==> src/rtl/com_burst_initiator_if.sv <==
// Write handshake between the burst initiator and the responder FSM.
// The initiator owns req and wdata; the responder owns grant and w_en.
interface com_burst_initiator_if #(
    parameter int DW = 8
) ();
    logic          req;
    logic          grant;
    logic          w_en;
    logic [DW-1:0] wdata;

    modport master (
        output req,
        output wdata,
        input  grant,
        input  w_en
    );

    modport slave (
        input  req,
        input  wdata,
        output grant,
        output w_en
    );
endinterface

==> src/rtl/com_burst_initiator.sv <==
// Burst write initiator: buffers up to DEPTH words from a local producer,
// then streams them to the responder over the req/grant/w_en handshake.
// req is dropped early so the final word is presented with req low, and
// done pulses once the responder's rest cycles have elapsed.
module com_burst_initiator #(
    parameter int DW          = 8,
    parameter int DEPTH       = 8,
    parameter int CW          = 4,
    parameter int REST_CYCLES = 2
) (
    input  logic                    wclk,
    input  logic                    wrst,
    input  logic                    ld_en,
    input  logic [DW-1:0]           ld_data,
    output logic                    ld_full,
    output logic [CW-1:0]           ld_cnt,
    input  logic                    start,
    output logic                    busy,
    output logic                    done,
    com_burst_initiator_if.master   bus
);
    localparam int AW = CW - 1;
    localparam int KW = (REST_CYCLES > 1) ? $clog2(REST_CYCLES) : 1;

    localparam logic [1:0] IDLE = 2'd0;
    localparam logic [1:0] REQ  = 2'd1;
    localparam logic [1:0] SEND = 2'd2;
    localparam logic [1:0] COOL = 2'd3;

    localparam logic [CW-1:0] CNT_FULL = CW'(DEPTH);
    localparam logic [CW-1:0] CNT_ONE  = CW'(1);
    localparam logic [CW-1:0] CNT_TWO  = CW'(2);

    logic [1:0]    state;
    logic          req_q;
    logic [AW-1:0] wr_ptr;
    logic [AW-1:0] rd_ptr;
    logic [CW-1:0] rem;
    logic [KW-1:0] cool;
    logic [DW-1:0] burst_buf [DEPTH];
    logic          load_fire;

    // Loads are accepted only while idle, not full, and not pre-empted by start.
    always_comb begin
        ld_full   = (ld_cnt == CNT_FULL);
        busy      = (state != IDLE);
        load_fire = (state == IDLE) && ld_en && !start && !ld_full;
    end

    assign bus.req   = req_q;
    assign bus.wdata = (state == SEND) ? burst_buf[rd_ptr] : '0;

    // Burst buffer storage; contents need no reset.
    always_ff @(posedge wclk) begin
        if (load_fire) begin
            burst_buf[wr_ptr] <= ld_data;
        end
    end

    // Handshake FSM, load bookkeeping and done pulse.
    always_ff @(posedge wclk) begin
        if (wrst) begin
            state  <= IDLE;
            req_q  <= 1'b0;
            done   <= 1'b0;
            ld_cnt <= '0;
            wr_ptr <= '0;
            rd_ptr <= '0;
            rem    <= '0;
            cool   <= '0;
        end else begin
            done <= 1'b0;
            case (state)
                IDLE: begin
                    if (start) begin
                        if (ld_cnt != '0) begin
                            state  <= REQ;
                            req_q  <= 1'b1;
                            rem    <= ld_cnt;
                            rd_ptr <= '0;
                        end
                    end else if (load_fire) begin
                        wr_ptr <= wr_ptr + AW'(1);
                        ld_cnt <= ld_cnt + CW'(1);
                    end
                end
                REQ: begin
                    if (bus.grant) begin
                        state <= SEND;
                        // A single-word burst goes out entirely with req low.
                        if (rem == CNT_ONE) begin
                            req_q <= 1'b0;
                        end
                    end
                end
                SEND: begin
                    if (bus.w_en) begin
                        rd_ptr <= rd_ptr + AW'(1);
                        rem    <= rem - CNT_ONE;
                        // Drop req one word early so the last word sees req low.
                        if (rem == CNT_TWO) begin
                            req_q <= 1'b0;
                        end
                        if (rem == CNT_ONE) begin
                            state <= COOL;
                            cool  <= KW'(REST_CYCLES - 1);
                        end
                    end
                end
                COOL: begin
                    if (cool == '0) begin
                        state  <= IDLE;
                        done   <= 1'b1;
                        ld_cnt <= '0;
                        wr_ptr <= '0;
                        rd_ptr <= '0;
                    end else begin
                        cool <= cool - KW'(1);
                    end
                end
                default: begin
                    state <= IDLE;
                    req_q <= 1'b0;
                end
            endcase
        end
    end
endmodule

==> src/flat_wrapper.sv <==
// flat-port wrapper written by rule: the top's interface ports become plain ports
module com_burst_initiator_flat 
#(
    parameter int DW          = 8,
    parameter int DEPTH       = 8,
    parameter int CW          = 4,
    parameter int REST_CYCLES = 2
)
  (wclk, wrst, ld_en, ld_data, ld_full, ld_cnt, start, busy, done, bus_req, bus_wdata, bus_grant, bus_w_en);
  com_burst_initiator_if #(.DW(DW)) bus_i ();
  input  logic wclk;
  input  logic wrst;
  input  logic ld_en;
  input  logic [DW-1:0] ld_data;
  output logic ld_full;
  output logic [CW-1:0] ld_cnt;
  input  logic start;
  output logic busy;
  output logic done;
  output wire logic [$bits(bus_i.req)-1:0] bus_req;
  output wire logic [$bits(bus_i.wdata)-1:0] bus_wdata;
  input wire logic [$bits(bus_i.grant)-1:0] bus_grant;
  input wire logic [$bits(bus_i.w_en)-1:0] bus_w_en;
  assign bus_req = bus_i.req;
  assign bus_wdata = bus_i.wdata;
  assign bus_i.grant = bus_grant;
  assign bus_i.w_en = bus_w_en;
  com_burst_initiator #(.DW(DW), .DEPTH(DEPTH), .CW(CW), .REST_CYCLES(REST_CYCLES)) u_core (.wclk(wclk), .wrst(wrst), .ld_en(ld_en), .ld_data(ld_data), .ld_full(ld_full), .ld_cnt(ld_cnt), .start(start), .busy(busy), .done(done), .bus(bus_i));
endmodule
==> config.mk <==
export PLATFORM = sky130hd
export DESIGN_NAME = com_burst_initiator_flat
export DESIGN_NICKNAME = d
export VERILOG_FILES = /design/src/rtl/com_burst_initiator_if.sv /design/src/rtl/com_burst_initiator.sv /design/src/flat_wrapper.sv
export SDC_FILE = /design/constraint.sdc
export NUM_CORES = 1
export LEC_CHECK = 0
export CORE_UTILIZATION = 55
export CTS_CLUSTER_DIAMETER = 150
export CTS_CLUSTER_SIZE = 40
export DETAILED_ROUTE_END_ITERATION = 8
export PLACE_DENSITY_LB_ADDON = 0.3
export REMOVE_ABC_BUFFERS = 1
export SYNTH_ARGS = -nofsm -noshare
export SYNTH_HDL_FRONTEND = slang
export SYNTH_SLANG_ARGS = --single-unit
==> constraint.sdc <==
create_clock -name wclk -period 5.1 [get_ports wclk]
set_input_delay 1.275 -clock wclk [delete_from_list [all_inputs] [get_ports wclk]]
set_output_delay 1.275 -clock wclk [all_outputs]
set_load 0.02 [all_outputs]
Word-level counts from Yosys, hierarchy flattened:

Memories as Yosys holds them, arrays and structs flattened. A register that Yosys moved wholly into a read port is not among the register bits.
Cells that the tools add are included.

* memory bits (writable): 64
* memories: 1
* logic and storage cells: 91
* register bits: 19

* muxes and demuxes: 40
* reduce and logical (&&, ||, !) cells: 20
* $add $sub $neg: 5
* bitwise operators: 1
* equal/unequal tests: 16

Memories
* u_core.burst_buf: depth 8, bits a word 8, rd ports 1, clocked after Yosys merged registers in 1, wr ports 1, RTL line com_burst_initiator.sv:40 `logic [DW-1:0] burst_buf [DEPTH];`

Operators with widths (count)
* $mux W3: 8
* $mux W4: 6
* $ne A2 B2 Y1 const B: 8
* $pmux W4 S2: 2
* $mux W1: 12
* $mux W2: 6
* $pmux W3 S3: 1
* $mux W8: 1
* $pmux W2 S4: 1
* $reduce_and A4 Y1: 2
* $reduce_bool A2 Y1: 4
* $reduce_and A7 Y1: 1
* $add A3 B1 Y3 const B: 2
* $pmux W3 S2: 1
* $reduce_and A6 Y1: 1
* $reduce_bool A3 Y1: 2
* $reduce_and A5 Y1: 1
* $add A4 B1 Y4 const B: 1
* $eq A2 B2 Y1 const B: 2
* $eq A4 B1 Y1 const B: 1
* $eq A4 B2 Y1 const B: 1
* $eq A4 B4 Y1 const B: 1
* $ne A2 B1 Y1 const B: 2
* $reduce_bool A4 Y1: 1
* 11 further kinds: 14

Depth between registers and ports, before layout:

Gate-level depths: netlist of run 1.

* depth in word-level cells: 7
* gate-level depth with buffers: 8

Worst setup path after synthesis of run 1:

No wires, ideal clock.

* path kind: input-to-reg
* start point: input start
* end point: memory u_core.burst_buf[0][0] (enable)
* stages: 3
* buffers on the path: 0
* path slack: 2.240 ns
* data arrival time: 2.465 ns
* setup time: 0.395 ns
* cell sequence: and2b_1 -> nand3_1 -> nor4_1

* word-level cells in the longest chain between the ends: 5

RTL lines
* from (decl): RTL line flat_wrapper.sv:17 `input logic start;`
* $logic_not A1 Y1: RTL line com_burst_initiator.sv:47 `load_fire = (state == IDLE) && ld_en && !start && !ld_full;`
* $logic_and A1 B1 Y1 (2 in a row): RTL line com_burst_initiator.sv:47
* $mux W1: RTL line com_burst_initiator.sv:55 `if (load_fire) begin`
* $mux W1 (implied by the code): RTL line com_burst_initiator.sv:56 `burst_buf[wr_ptr] <= ld_data;`
* to (decl): RTL line com_burst_initiator.sv:40

No other way between the ends.

==> results of run 1 <==
[cell families after synthesis]
logic type	synth area share [%]
compound gates	7.38
xor+xnor	0.230
flops	62.0
buf+inv	3.02
simple gates	10.4
fa+ha+maj	4.59
mux	12.4
[cell type report]
class,instances,area (µm²)
repair buffers,34,328
fillers,463,2150
multi-input cells,154,1340
flip-flops and latches,86,2360
inverters,15,56.3
clock inverters,6,68.8
clock buffers,10,128
well taps,77,96.3
[state kept, by name (all words and copies together) (netlist names), named ones only]
register / flops
u_core.burst_buf: 64
u_core.bus.req: 1
u_core.cool: 1
u_core.done: 1
u_core.ld_cnt: 4
u_core.rd_ptr: 3
u_core.rem: 4
u_core.state: 2
u_core.wr_ptr: 3
[stage by stage]
stage | hold slack, ps | utilization [%]
finish | 518 | 67.1
global route | 569 | 67.1
CTS | 524 | 67.1
detailed placement | 504 | 64.1
global placement | 490 | 64.1
floorplan | 434 | -
[worst min-delay path by stage]
stage / startpoint / endpoint / slack [ps] / cells past startpoint
floorplan: u_core.cool / u_core.done / 430 / 1
global placement: u_core.rd_ptr[2] / u_core.rd_ptr[2] / 490 / 2
detailed placement: u_core.rd_ptr[2] / flip-flop / 500 / 2
CTS: u_core.rd_ptr[2] / u_core.rd_ptr[2] / 520 / 2
global route: u_core.rd_ptr[2] / flip-flop / 570 / 2
finish: u_core.rd_ptr[2] / u_core.rd_ptr[2] / 520 / 2
[critical path: cells and delay by family, from the launching register on]
kind / cells / cell delay (ps)
and+or+nand+nor: 1 / 60
buffers and inverters: 2 / 880
muxes: 2 / 720
DFF: 1 / 610
[power by group through the flow]
stage	clock [W]	sequential (W)	combinational, W
floorplan	0	0.000835	0.000217
global placement	0	0.000834	0.000319
detailed placement	0	0.000835	0.000326
CTS	0.000484	0.000818	0.000328
global route	0.000509	0.000823	0.000364
finish	0.000474	0.000819	0.000329
[cell usage after synthesis, types with 2 or more instances]
| cell | number |
|---|---|
| edfxtp_1 | 64 |
| dfxtp_1 | 22 |
| nor2_1 | 21 |
| mux4_2 | 16 |
| inv_1 | 15 |
| ha_1 | 14 |
| nor3_1 | 10 |
| mux2i_1 | 9 |
| o21ai_0 | 9 |
| a21oi_1 | 8 |
| nand2_1 | 8 |
| nand2b_1 | 5 |
| nand3_1 | 5 |
| o31ai_1 | 5 |
| a31oi_1 | 4 |
| a32o_1 | 4 |
| buf_2 | 4 |
| clkbuf_1 | 4 |
| and3_1 | 3 |
| nor4_1 | 3 |
| o311ai_0 | 3 |
| or4_1 | 3 |
| buf_1 | 2 |
| nand4_1 | 2 |
| nor2b_1 | 2 |
| nor3b_1 | 2 |
| o22ai_1 | 2 |
[metal layers]
| layer | GRT usage [%] | vias to the layer above | routed length (µm) |
|---|---|---|---|
| met4 | 9.39 | 0 | 74 |
| met1 | 28.7 | 1167 | 3350 |
| li1 | - | 1104 | - |
| met3 | 3.50 | 8 | 236 |
| met5 | 0 | - | 0 |
| met2 | 34.8 | 55 | 3490 |
==> results.yml, run 1 <==
setup_path:
  critPathMaxStageDelay_ps: 610
  crit_path_max_fanout: 10
  cp-end-kind: "output port"
  crit_arrival_ps: 2600
  crit_slowest_cell: "dfxtp_1"
  r2r_slack_ps: 2660
  crit_end: "bus_wdata[7]"
  reg2reg_depth: 5
  worst_ep_required_time_ps: 3830
  cp-start-kind: "flip-flop"
  path_cells: "buf_4 > mux4_2 > mux2i_1 > nor2_1 > clkdlybuf4s50_1"
  r2r_end: "u_core.burst_buf[7][2]"
  path_class: "flip-flop to output port"
  r2r-start: "u_core.state[1]"
placement:
  gp_congestion: 0.862
  dp_worst_setup_slack_ps: 1530
  dp_cells: 366
  hpwl_um: 4810
  post_dp_cell_area_mm2: 0.00418
  portBuffers: 29
logic_synthesis:
  synth_area_mm2: 0.00381
  synth_cell_types: 45
  synth_top_cell_by_area: "edfxtp_1"
  synthArstFlopShare_pct: 0
  ys.flop_type: "edfxtp_1"
  ys_top_cells_by_area: "edfxtp_1, dfxtp_1, mux4_2, ha_1, mux2i_1"
  synth_edf_count: 64
  yosys_warnings: 0
  seq_area_frac_synth_pct: 62.0
  syn_avg_cell_area_um2: 14.3
  synth-seq-cells: 86
  netlist_instances: 267
  yosysTopAreaCellShare_pct: 50.4
sta:
  drv_slew: 0
  clock_skew_ps: 12.0
  rsz0062_at_grt: "no"
  slew_headroom_pct: 38.0
  setup_tns_ps: 0
  fin_crit_sh_pct: 76.0
  finalSetupViolCount: 0
  hold_viol: 0
  tightest_slew_ps: 922
  fmax_mhz: 258
  min_period_ps: 3880
  timing.final.ws_setup_ps: 1220
floorplanning:
  die_y_um: 85.3
  core-area_mm2: 0.00653
  row_count: 29
  pin_count: 30
  initial_core_util_pct: 58.4
  die_width_um: 85.3
  die-area_mm2: 0.00727
finish:
  area_growth_syn_to_layout_pct: 14.9
  final_nets: 328
  drive_gt1_share_pct: 14.1
  mostFrequentLayoutCell: "edfxtp_1"
  final_cell_mix: "edfxtp_1, clkdlybuf4s50_1, dfxtp_1, nor2_1, mux4_2"
  antenna_cells: 0
  final_cells: 382
  fin_area_mm2: 0.00438
global_routing:
  grt_max_degree: 17
  antenna_found_initial: 0
  grt_use_total_pct: 21.4
  overflow: 0
  grt_pass1_vias: 2255
  grt_pass1_wl_um: 11400
clocking:
  post_cts_buffers: 0
  cts.clk_slew.worst_paths_ps: 80
  post_cts_resized: 0
  htreeDepth: 3
  numCtsBuffers: 9
  clk_latency_ps: 350
  ctsRootBufferMaster: "clkbuf_8"
  hold_buffers: 0
  cts_buffer_depth: 2
  cts_sinks: 86
  cts_tree: "built"
routing:
  detail_route.iter0.violations: 156
  ant_nets: 0
  num_vias: 2334
  firstDrtPassIters: 4
  wirelength_um: 7160
  drc: 0
  wire_per_inst_um: 18.7
  viasPerCell: 6.11
pwr:
  p_leak_nw: 1.44
  combPwrFrac_pct: 20.3
  p_sw_w: 0.000470
  powerDensity_mw_per_mm2: 370
  p_int_w: 0.00115
  clockPowerShare_pct: 29.2
  peakVddDrop_uv: 284
  power_w: 0.00162
  seqPwrFrac_pct: 50.5
  swShare_pct: 29.0
worst_hold_path:
  hp-class: "flip-flop to flip-flop"
run:
  max_cap_violations: 0
status:
  status: "completed"
No activity file was read; power rests on OpenSTA's default activity.
==> inputs of run 2 (changes only) <==
==> constraint.sdc (replaced) <==
create_clock -name wclk -period 3.97 [get_ports wclk]
set_input_delay 0.9925 -clock wclk [delete_from_list [all_inputs] [get_ports wclk]]
set_output_delay 0.9925 -clock wclk [all_outputs]
set_load 0.02 [all_outputs]
==> run 2 against run 1 <==
First-iteration DRC count grew 28%. Clock power up 31%. Clock-buffer cell count decreased by 1. Hold slack improved by 0.98 ps. Wire length grew 2.0%. Die area unchanged. Non-clock buffer count is 2 higher. Total power increased by 30%. Cell count rose by 0.52%. Largest power group unchanged.
==> results.yml, run 2 (synthesis gave the netlist of run 1 again) <==
finish:
  final_nets: 330
  area_growth_syn_to_layout_pct: 15.5
  mostFrequentLayoutCell: "edfxtp_1"
  largest_register_ffs: 64
  antenna_cells: 0
  regMostFlops: "u_core.burst_buf"
  final_cell_mix: "edfxtp_1, clkdlybuf4s50_1, dfxtp_1, nor2_1, mux4_2"
  final_cells: 384
  reg_top3: "u_core.burst_buf x64, u_core.ld_cnt x4, u_core.rem x4"
  drive_gt1_share_pct: 15.0
global_routing:
  grt_max_degree: 17
  overflow: 0
  grt_use_total_pct: 22.3
  grt_pass1_wl_um: 11800
  grt_pass1_vias: 2239
  antenna_found_initial: 0
clocking:
  hold_buffers: 0
  post_cts_resized: 0
  cts.clk_slew.worst_paths_ps: 90
  cts_tree: "built"
  post_cts_buffers: 0
  numCtsBuffers: 9
  htreeDepth: 3
  ctsRootBufferMaster: "clkbuf_8"
  cts_sinks: 86
  clk_latency_ps: 350
  cts_buffer_depth: 2
floorplanning:
  pin_count: 30
  die_y_um: 85.3
  die_width_um: 85.3
  die-area_mm2: 0.00727
  row_count: 29
  core-area_mm2: 0.00653
  initial_core_util_pct: 58.4
sta:
  slew_headroom_pct: 42.2
  min_period_ps: 3380
  hold_slack_ps: 519
  clock_skew_ps: 13.3
  hold_viol: 0
  drv_slew: 0
  fmax_mhz: 296
  setup_tns_ps: 0
  finalSetupViolCount: 0
  tightest_slew_ps: 863
  fin_crit_sh_pct: 85.2
  rsz0062_at_grt: "no"
setup_path:
  crit_path_max_fanout: 15
  crit_slowest_cell: "clkdlybuf4s50_1"
  crit_arrival_ps: 2390
  cp-start-kind: "flip-flop"
  cp_top_family: "buffers and inverters"
  path_cells: "inv_1 > ha_1 > inv_1 > nor2_1 > clkdlybuf4s50_1"
  cp.buffers_inverters: 3
  timing.critical_path.mode_cell: "inv_1"
  worst_ep_required_time_ps: 2980
  path_class: "flip-flop to output port"
  critPathMaxStageDelay_ps: 570
  cp-end-kind: "output port"
routing:
  wire_per_inst_um: 19.0
  num_vias: 2318
  drc: 0
  firstDrtPassIters: 4
  ant_nets: 0
  detail_route.iter0.violations: 199
  wirelength_um: 7300
  viasPerCell: 6.04
pwr:
  peakVddDrop_uv: 270
  p_sw_w: 0.000623
  clockPowerShare_pct: 29.5
  powerDensity_mw_per_mm2: 479
  p_leak_nw: 1.45
  swShare_pct: 29.5
  p_int_w: 0.00149
  seqPwrFrac_pct: 49.9
  combPwrFrac_pct: 20.5
  power_w: 0.00211
status:
  status: "completed"
placement:
  gp_congestion: 0.848
  dp_cells: 368
  hpwl_um: 4880
  portBuffers: 29
run:
  max_cap_violations: 0
worst_hold_path:
  hp-class: "flip-flop to flip-flop"
## run 2: stage by stage
step           area [µm²]  util (%)  worst slack (ps)
3_3_place_gp         4200      64.3               872
6_report             4400      67.4               587
5_1_grt              4400      67.4               401
2_1_floorplan        3750         -              1290
3_5_place_dp         4200      64.3               851
4_1_cts              4400      67.4               570
## run 2: worst paths after layout
check | to | depth (start not counted) | startpoint | slack, ps
worst min register to register | u_core.rem[2] | 2 | u_core.rem[2] | 520
worst max register to register | u_core.burst_buf[5][1] | 5 | u_core.state[1] | 1590
worst max-delay path | bus_wdata[3] | 5 | u_core.state[0] | 590
worst min-delay path | u_core.rem[2] | 2 | u_core.rem[2] | 520
## run 2: tightest hold or removal path, stage by stage, from the launching register on
cell     delay [ps]
dfxtp_1         340
o21ai_0          80
a21oi_1          60
## run 2: area by class of cell
cell class	instances	area [µm²]
Sequential cell	86	2360
Fill cell	437	2130
Multi-Input combinational cell	154	1340
Timing Repair Buffer	36	343
Clock buffer	9	124
Tap cell	77	96.3
Clock inverter	7	80.1
Inverter	15	56.3
## run 2: layer usage
layer / vias up / track usage [%] / wire length [µm] / share of wire (%)
met3: 7 / 4.38 / 385 / 5.3
met1: 1141 / 32.5 / 3340 / 46
met4: 0 / 8.03 / 79 / 1.1
li1: 1100 / - / - / -
met2: 70 / 33.7 / 3490 / 48
met5: - / 0 / 0 / 0
## run 2: power by group through the flow
stage	sequential (W)	clock (W)	combinational (W)
final	0.00105	0.000623	0.000433
after global routing	0.00106	0.000669	0.000477
after CTS	0.00105	0.000632	0.000432
after detailed placement	0.00107	0	0.000427
after global placement	0.00107	0	0.000417
after floorplan	0.00107	0	0.000279
==> inputs of run 3 (changes only) <==
--- a/config.mk
+++ b/config.mk
@@ -9,6 +9,7 @@
 export CTS_CLUSTER_DIAMETER = 150
 export CTS_CLUSTER_SIZE = 40
 export DETAILED_ROUTE_END_ITERATION = 8
+export MAX_ROUTING_LAYER = met4
 export PLACE_DENSITY_LB_ADDON = 0.3
 export REMOVE_ABC_BUFFERS = 1
 export SYNTH_ARGS = -nofsm -noshare
==> run 3 against run 2 <==
Setup slack gained 14 ps. Total power about the same. Global-route usage up 0.70 points. Non-clock buffer count unchanged. First-iteration DRC count up 3.0%. Die area is the same. Wire length barely moved. Hold slack improved by 3.3 ps. Sequential share of layout area stayed put. Cell count stayed put. Utilization did not move. Combinational power about the same. Largest cell class unchanged.
==> results.yml, run 3 (synthesis gave the netlist of run 1 again) <==
floorplanning:
  initial_core_util_pct: 58.4
  row_count: 29
  die-area_mm2: 0.00727
  core-area_mm2: 0.00653
  die_y_um: 85.3
  pin_count: 30
  die_width_um: 85.3
finish:
  mostFrequentLayoutCell: "edfxtp_1"
  fin_area_mm2: 0.00440
  final_nets: 330
  area_growth_syn_to_layout_pct: 15.5
  largest_register_ffs: 64
  antenna_cells: 0
  final_cell_mix: "edfxtp_1, clkdlybuf4s50_1, dfxtp_1, nor2_1, mux4_2"
  regMostFlops: "u_core.burst_buf"
  drive_gt1_share_pct: 15.0
  reg_top3: "u_core.burst_buf x64, u_core.ld_cnt x4, u_core.rem x4"
setup_path:
  worst_ep_required_time_ps: 2980
  crit_slowest_cell: "clkdlybuf4s50_1"
  path_class: "flip-flop to output port"
  cp-end-kind: "output port"
  cp_top_family: "buffers and inverters"
  cp-start-kind: "flip-flop"
  critPathMaxStageDelay_ps: 570
  reg2reg_depth: 5
  crit_path_max_fanout: 15
  cp_num_cells: 5
  path_cells: "inv_1 > ha_1 > inv_1 > nor2_1 > clkdlybuf4s50_1"
  crit_arrival_ps: 2380
  cp.buffers_inverters: 3
  timing.critical_path.mode_cell: "inv_1"
routing:
  drc: 0
  wire_per_inst_um: 19.0
  wirelength_um: 7300
  detail_route.iter0.violations: 205
  viasPerCell: 6.05
  ant_nets: 0
  num_vias: 2322
  firstDrtPassIters: 4
clocking:
  numCtsBuffers: 9
  cts_sinks: 86
  cts.clk_slew.worst_paths_ps: 90
  post_cts_buffers: 0
  post_cts_resized: 0
  cts_buffer_depth: 2
  clk_latency_ps: 350
  ctsRootBufferMaster: "clkbuf_8"
  htreeDepth: 3
  cts_tree: "built"
  hold_buffers: 0
global_routing:
  overflow: 0
  grt_pass1_wl_um: 11800
  antenna_found_initial: 0
  grt_max_degree: 17
  grt_use_total_pct: 23.0
  grt_pass1_vias: 2251
sta:
  finalSetupViolCount: 0
  clock_skew_ps: 10.7
  tightest_slew_ps: 884
  min_period_ps: 3370
  fmax_mhz: 297
  hold_viol: 0
  fin_crit_sh_pct: 84.9
  slew_headroom_pct: 40.8
  setup_tns_ps: 0
  rsz0062_at_grt: "no"
  drv_slew: 0
pwr:
  p_int_w: 0.00149
  swShare_pct: 29.6
  combPwrFrac_pct: 20.5
  p_leak_nw: 1.45
  seqPwrFrac_pct: 49.9
  p_sw_w: 0.000624
  clockPowerShare_pct: 29.6
  powerDensity_mw_per_mm2: 479
  peakVddDrop_uv: 268
placement:
  portBuffers: 29
  hpwl_um: 4880
  gp_congestion: 0.862
  post_dp_cell_area_mm2: 0.00420
run:
  max_cap_violations: 0
status:
  status: "completed"
worst_hold_path:
  whs_path_depth: 2
  hp-class: "flip-flop to flip-flop"
==> run 3: layout make-up <==
type	count	area [µm²]
sequential	86	2360
fill	437	2130
multi-input combinational	154	1340
timing repair buffer	36	343
clock buffer	9	124
tap	77	96.3
clock inverter	7	80.1
inverter	15	56.3
==> run 3: per-layer routing <==
metal,vias to the layer above,GRT usage (%),share of wire (%)
li1,1103,-,-
met5,-,-,0
met1,1151,32.6,48
met2,58,33.7,47
met3,10,3.50,3.2
met4,0,9.39,1.5
==> run 3: worst paths after layout <==
| check | endpoint | slack [ps] | from |
|---|---|---|---|
| hold / removal | u_core.rd_ptr[2] | 520 | u_core.rd_ptr[2] |
| setup / recovery | bus_wdata[3] | 600 | u_core.state[0] |
| setup reg to reg | u_core.burst_buf[5][1] | 1580 | u_core.state[1] |
| hold reg to reg | u_core.rd_ptr[2] | 520 | u_core.rd_ptr[2] |
==> run 3: per-stage QoR <==
stage          cells  setup slack [ps]  power, W  hold WS [ps]  utilization, %
4_1_cts          384               570   0.00212           518            67.4
3_5_place_dp     368               851   0.00150           502            64.3
5_1_grt          384               404   0.00220           546            67.4
2_1_floorplan    255              1290   0.00135           434               -
3_3_place_gp     368               872   0.00149           490            64.3
6_report         384               601   0.00211           522            67.4
==> run 3: power groups by stage <==
stage                     clock network (W)  registers, W  logic, W
after floorplan                           0       0.00107  0.000279
after global placement                    0       0.00107  0.000417
after detailed placement                  0       0.00107  0.000427
after CTS                          0.000632       0.00105  0.000432
after global routing               0.000667       0.00106  0.000477
final                              0.000624       0.00105  0.000434
==> run 3: tightest hold or removal path: cells and delay by family (launching register included) <==
family / cells / cell delay [ps]
DFF: 1 / 320
AOI/OAI and AO/OA: 2 / 160
==> RTL edit, RTL diff (settings of run 3) <==
`DEPTH` is set to 8 in 2 places; all go to 16.
--- a/src/rtl/com_burst_initiator.sv
+++ b/src/rtl/com_burst_initiator.sv
@@ -4,7 +4,7 @@
 // done pulses once the responder's rest cycles have elapsed.
 module com_burst_initiator #(
     parameter int DW          = 8,
-    parameter int DEPTH       = 8,
+    parameter int DEPTH       = 16,
     parameter int CW          = 4,
     parameter int REST_CYCLES = 2
 ) (
--- a/src/flat_wrapper.sv
+++ b/src/flat_wrapper.sv
@@ -2,7 +2,7 @@
 module com_burst_initiator_flat 
 #(
     parameter int DW          = 8,
-    parameter int DEPTH       = 8,
+    parameter int DEPTH       = 16,
     parameter int CW          = 4,
     parameter int REST_CYCLES = 2
 )
Check against the original RTL: not equivalent (a bounded check fails within 4 cycles, from zero or initial values and one cycle with wrst high).
==> RTL edit against run 3 <==
- the run now ends with design-rule violations left
- setup slack worse by 280 ps
- sequential cell count unchanged
- via count up 2.7%
- wire length up 2.3%
- design area unchanged
- die area down 0.89%
- synthesized area down 0.92%
- clock skew down 2.0 ps
- register-to-register slack worse by 170 ps
- global-route usage up 0.67 points
Power is not compared: it rests on default switching activity, and its combinational part moved more than twofold at a synthesized area within 25%.
==> RTL edit: results (changes against run 3) <==
Worst setup path:
- The maximum fanout along the worst path is 19 (+4).
- The cell depth of the worst flop-to-flop path is 6 (+1).
- The minimum setup slack among reg-to-reg paths is 1410 ps (-170 ps).
- Grouping stages by cell kind, the critical path spends the most delay in buffers and inverters.
- In this run the critical register-to-register path is launched from u_core.state[0].
- Following the worst setup path forward leads to its endpoint at bus_wdata[2].
- On the critical path, the stage with the largest delay is an instance of clkdlybuf4s50_1.
- The delay of the slowest critical-path stage came to 620 ps (+50 ps).
- The data arrival time of the critical path is 2650 ps (+270 ps).

Synthesis:
- The dominant register cell in the synthesized netlist is edfxtp_1.
- After synthesis, the cell types taking the most area are edfxtp_1 (51%), dfxtp_1 (12%), mux4_2 (9.5%).
- The post-synthesis cell type count came to 38 (-16%).
- The synthesized instance count is 274 (+2.6%).
- By count the netlist is led by edfxtp_1 (64), nor2_1 (28), dfxtp_1 (22), mux4_2 (16), o21ai_0 (15).
- The share of synthesized registers carrying an async set or reset was 0% (unchanged).
- The number of warnings issued by yosys is 0 (unchanged).
- The share of the yosys chip area belonging to registers is 62.5% (+0.57 points).

GRT:
- The met1 global-route usage is 30.0% (-2.5 points).
- The met2 track utilization from global routing is 39.0% (+5.3 points).
- The initial antenna violation count is 0 (unchanged).
- The pin count of the biggest net entering global routing came to 20 (+3).
- The global-route total usage across every layer is 23.6% (+0.67 points).
- The routing usage on met3 was 3.70% (+0.19 points).
- The first-pass GRT wire length came to 12.1 mm (+2.7%).

STA:
- The clock tree skew after final layout is 8.73 ps (-2.00 ps).
- The part of the cycle the worst path needs is 91.8% (+6.9 points).
- The worst relative slew slack came to 38.5% (-2.3 points).

CTS:
- The number of H-tree branching levels was 3 (unchanged).
- The largest buffer count on any clock path is 2 (unchanged).
- The post-cts resize count is 0 (unchanged).
- The CTS root buffer is clkbuf_8.

Power and ir drop:
- Summed over all cells, the static leakage comes to 0.00142 uW.

Drt:
- The total DRC errors in the routed layout is 1 (+1).
- The wire length on met3 is 423 um (+78%).
- The average routed wire per standard cell is 19.1 um (+0.46%).
- The routed length on met2 is 3.73 mm (+8.1%).
- The number of iterations in the first detailed-routing pass is 6 (+2).
- The total number of vias is 2384 (+2.7%).
- The top layer used by detailed routing is met4.
- The routed length on met1 came to 3.16 mm (-9.6%).
- The number of DRC violations after detailed-routing iteration 0 is 192 (-6.3%).

Final layout:
- The largest registers in the layout are u_core.burst_buf: 64 flops, u_core.ld_cnt: 4 flops, u_core.rem: 4 flops.
- The count of fill cells added during filler insertion is 455 (+4.1%).
- The antenna cell count was 0 (unchanged).
- The fraction of layout cells with a size suffix above 1 came to 14.3% (-0.65 points).
- The final cell count without fillers is 391 (+1.8%).
- The final layout net count came to 336 (+1.8%).

Status:
- The flow ran to the end, but the final reports show violations.
- The final reports fail on design-rule violations.

Placement:
- The total half-perimeter wirelength after legalization and detailed placement is 4.90 mm (+0.44%).
- The worst setup timing slack at the placement stage came to 680 ps (-171 ps).
- The final weighted congestion in routability-driven placement is 0.844 (-2.1%).
- The number of cells after detailed placement is 375 (+1.9%).
- The area of placed instances is 4180 sq um (-0.57%).
[RTL edit: worst reg2reg max path: stages, from the launching register on]
cell and delay, ps:
dfxtp_1 360, inv_1 130, ha_1 420, nor4bb_1 850
nor4_1 240, a41oi_1 330, a311oi_1 90
[RTL edit: final cells by class]
type	count	area [sq um]	share of cell area (%)
well taps	77	96.3	2.19
inverters	12	45.0	1.02
multi-input cells	162	1310	29.8
repair buffers	38	358	8.13
clock buffers	9	124	2.81
clock inverters	7	104	2.36
flip-flops and latches	86	2360	53.7
[RTL edit: power by group through the flow]
stage / combinational (uW) / clock, uW / sequential (uW)
floorplan: 3.11 / 0 / 983
global placement: 28.0 / 0 / 983
detailed placement: 29.1 / 0 / 983
CTS: 29.5 / 699 / 962
global route: 31.6 / 731 / 962
finish: 29.4 / 693 / 962
[RTL edit: kinds of logic after synthesis]
logic type	share of synthesized area, %
DFF	62.5
and+or+nand+nor	10.3
AOI/OAI and AO/OA	7.68
muxes	12.5
buffers and inverters	2.68
adders and majority gates	4.31
[RTL edit: worst min path at each step]
| stage | endpoint | slack [ps] | start | cells after the start |
|---|---|---|---|---|
| final | u_core.rd_ptr[2] | 510 | u_core.rd_ptr[2] | 1 |
| after global routing | u_core.done | 520 | u_core.cool | 1 |
| after CTS | u_core.rd_ptr[2] | 510 | u_core.rd_ptr[2] | 1 |
| after detailed placement | u_core.rd_ptr[2] | 490 | u_core.rd_ptr[2] | 1 |
| after global placement | u_core.rd_ptr[2] | 480 | u_core.rd_ptr[2] | 1 |
| after floorplan | u_core.done | 430 | u_core.cool | 1 |
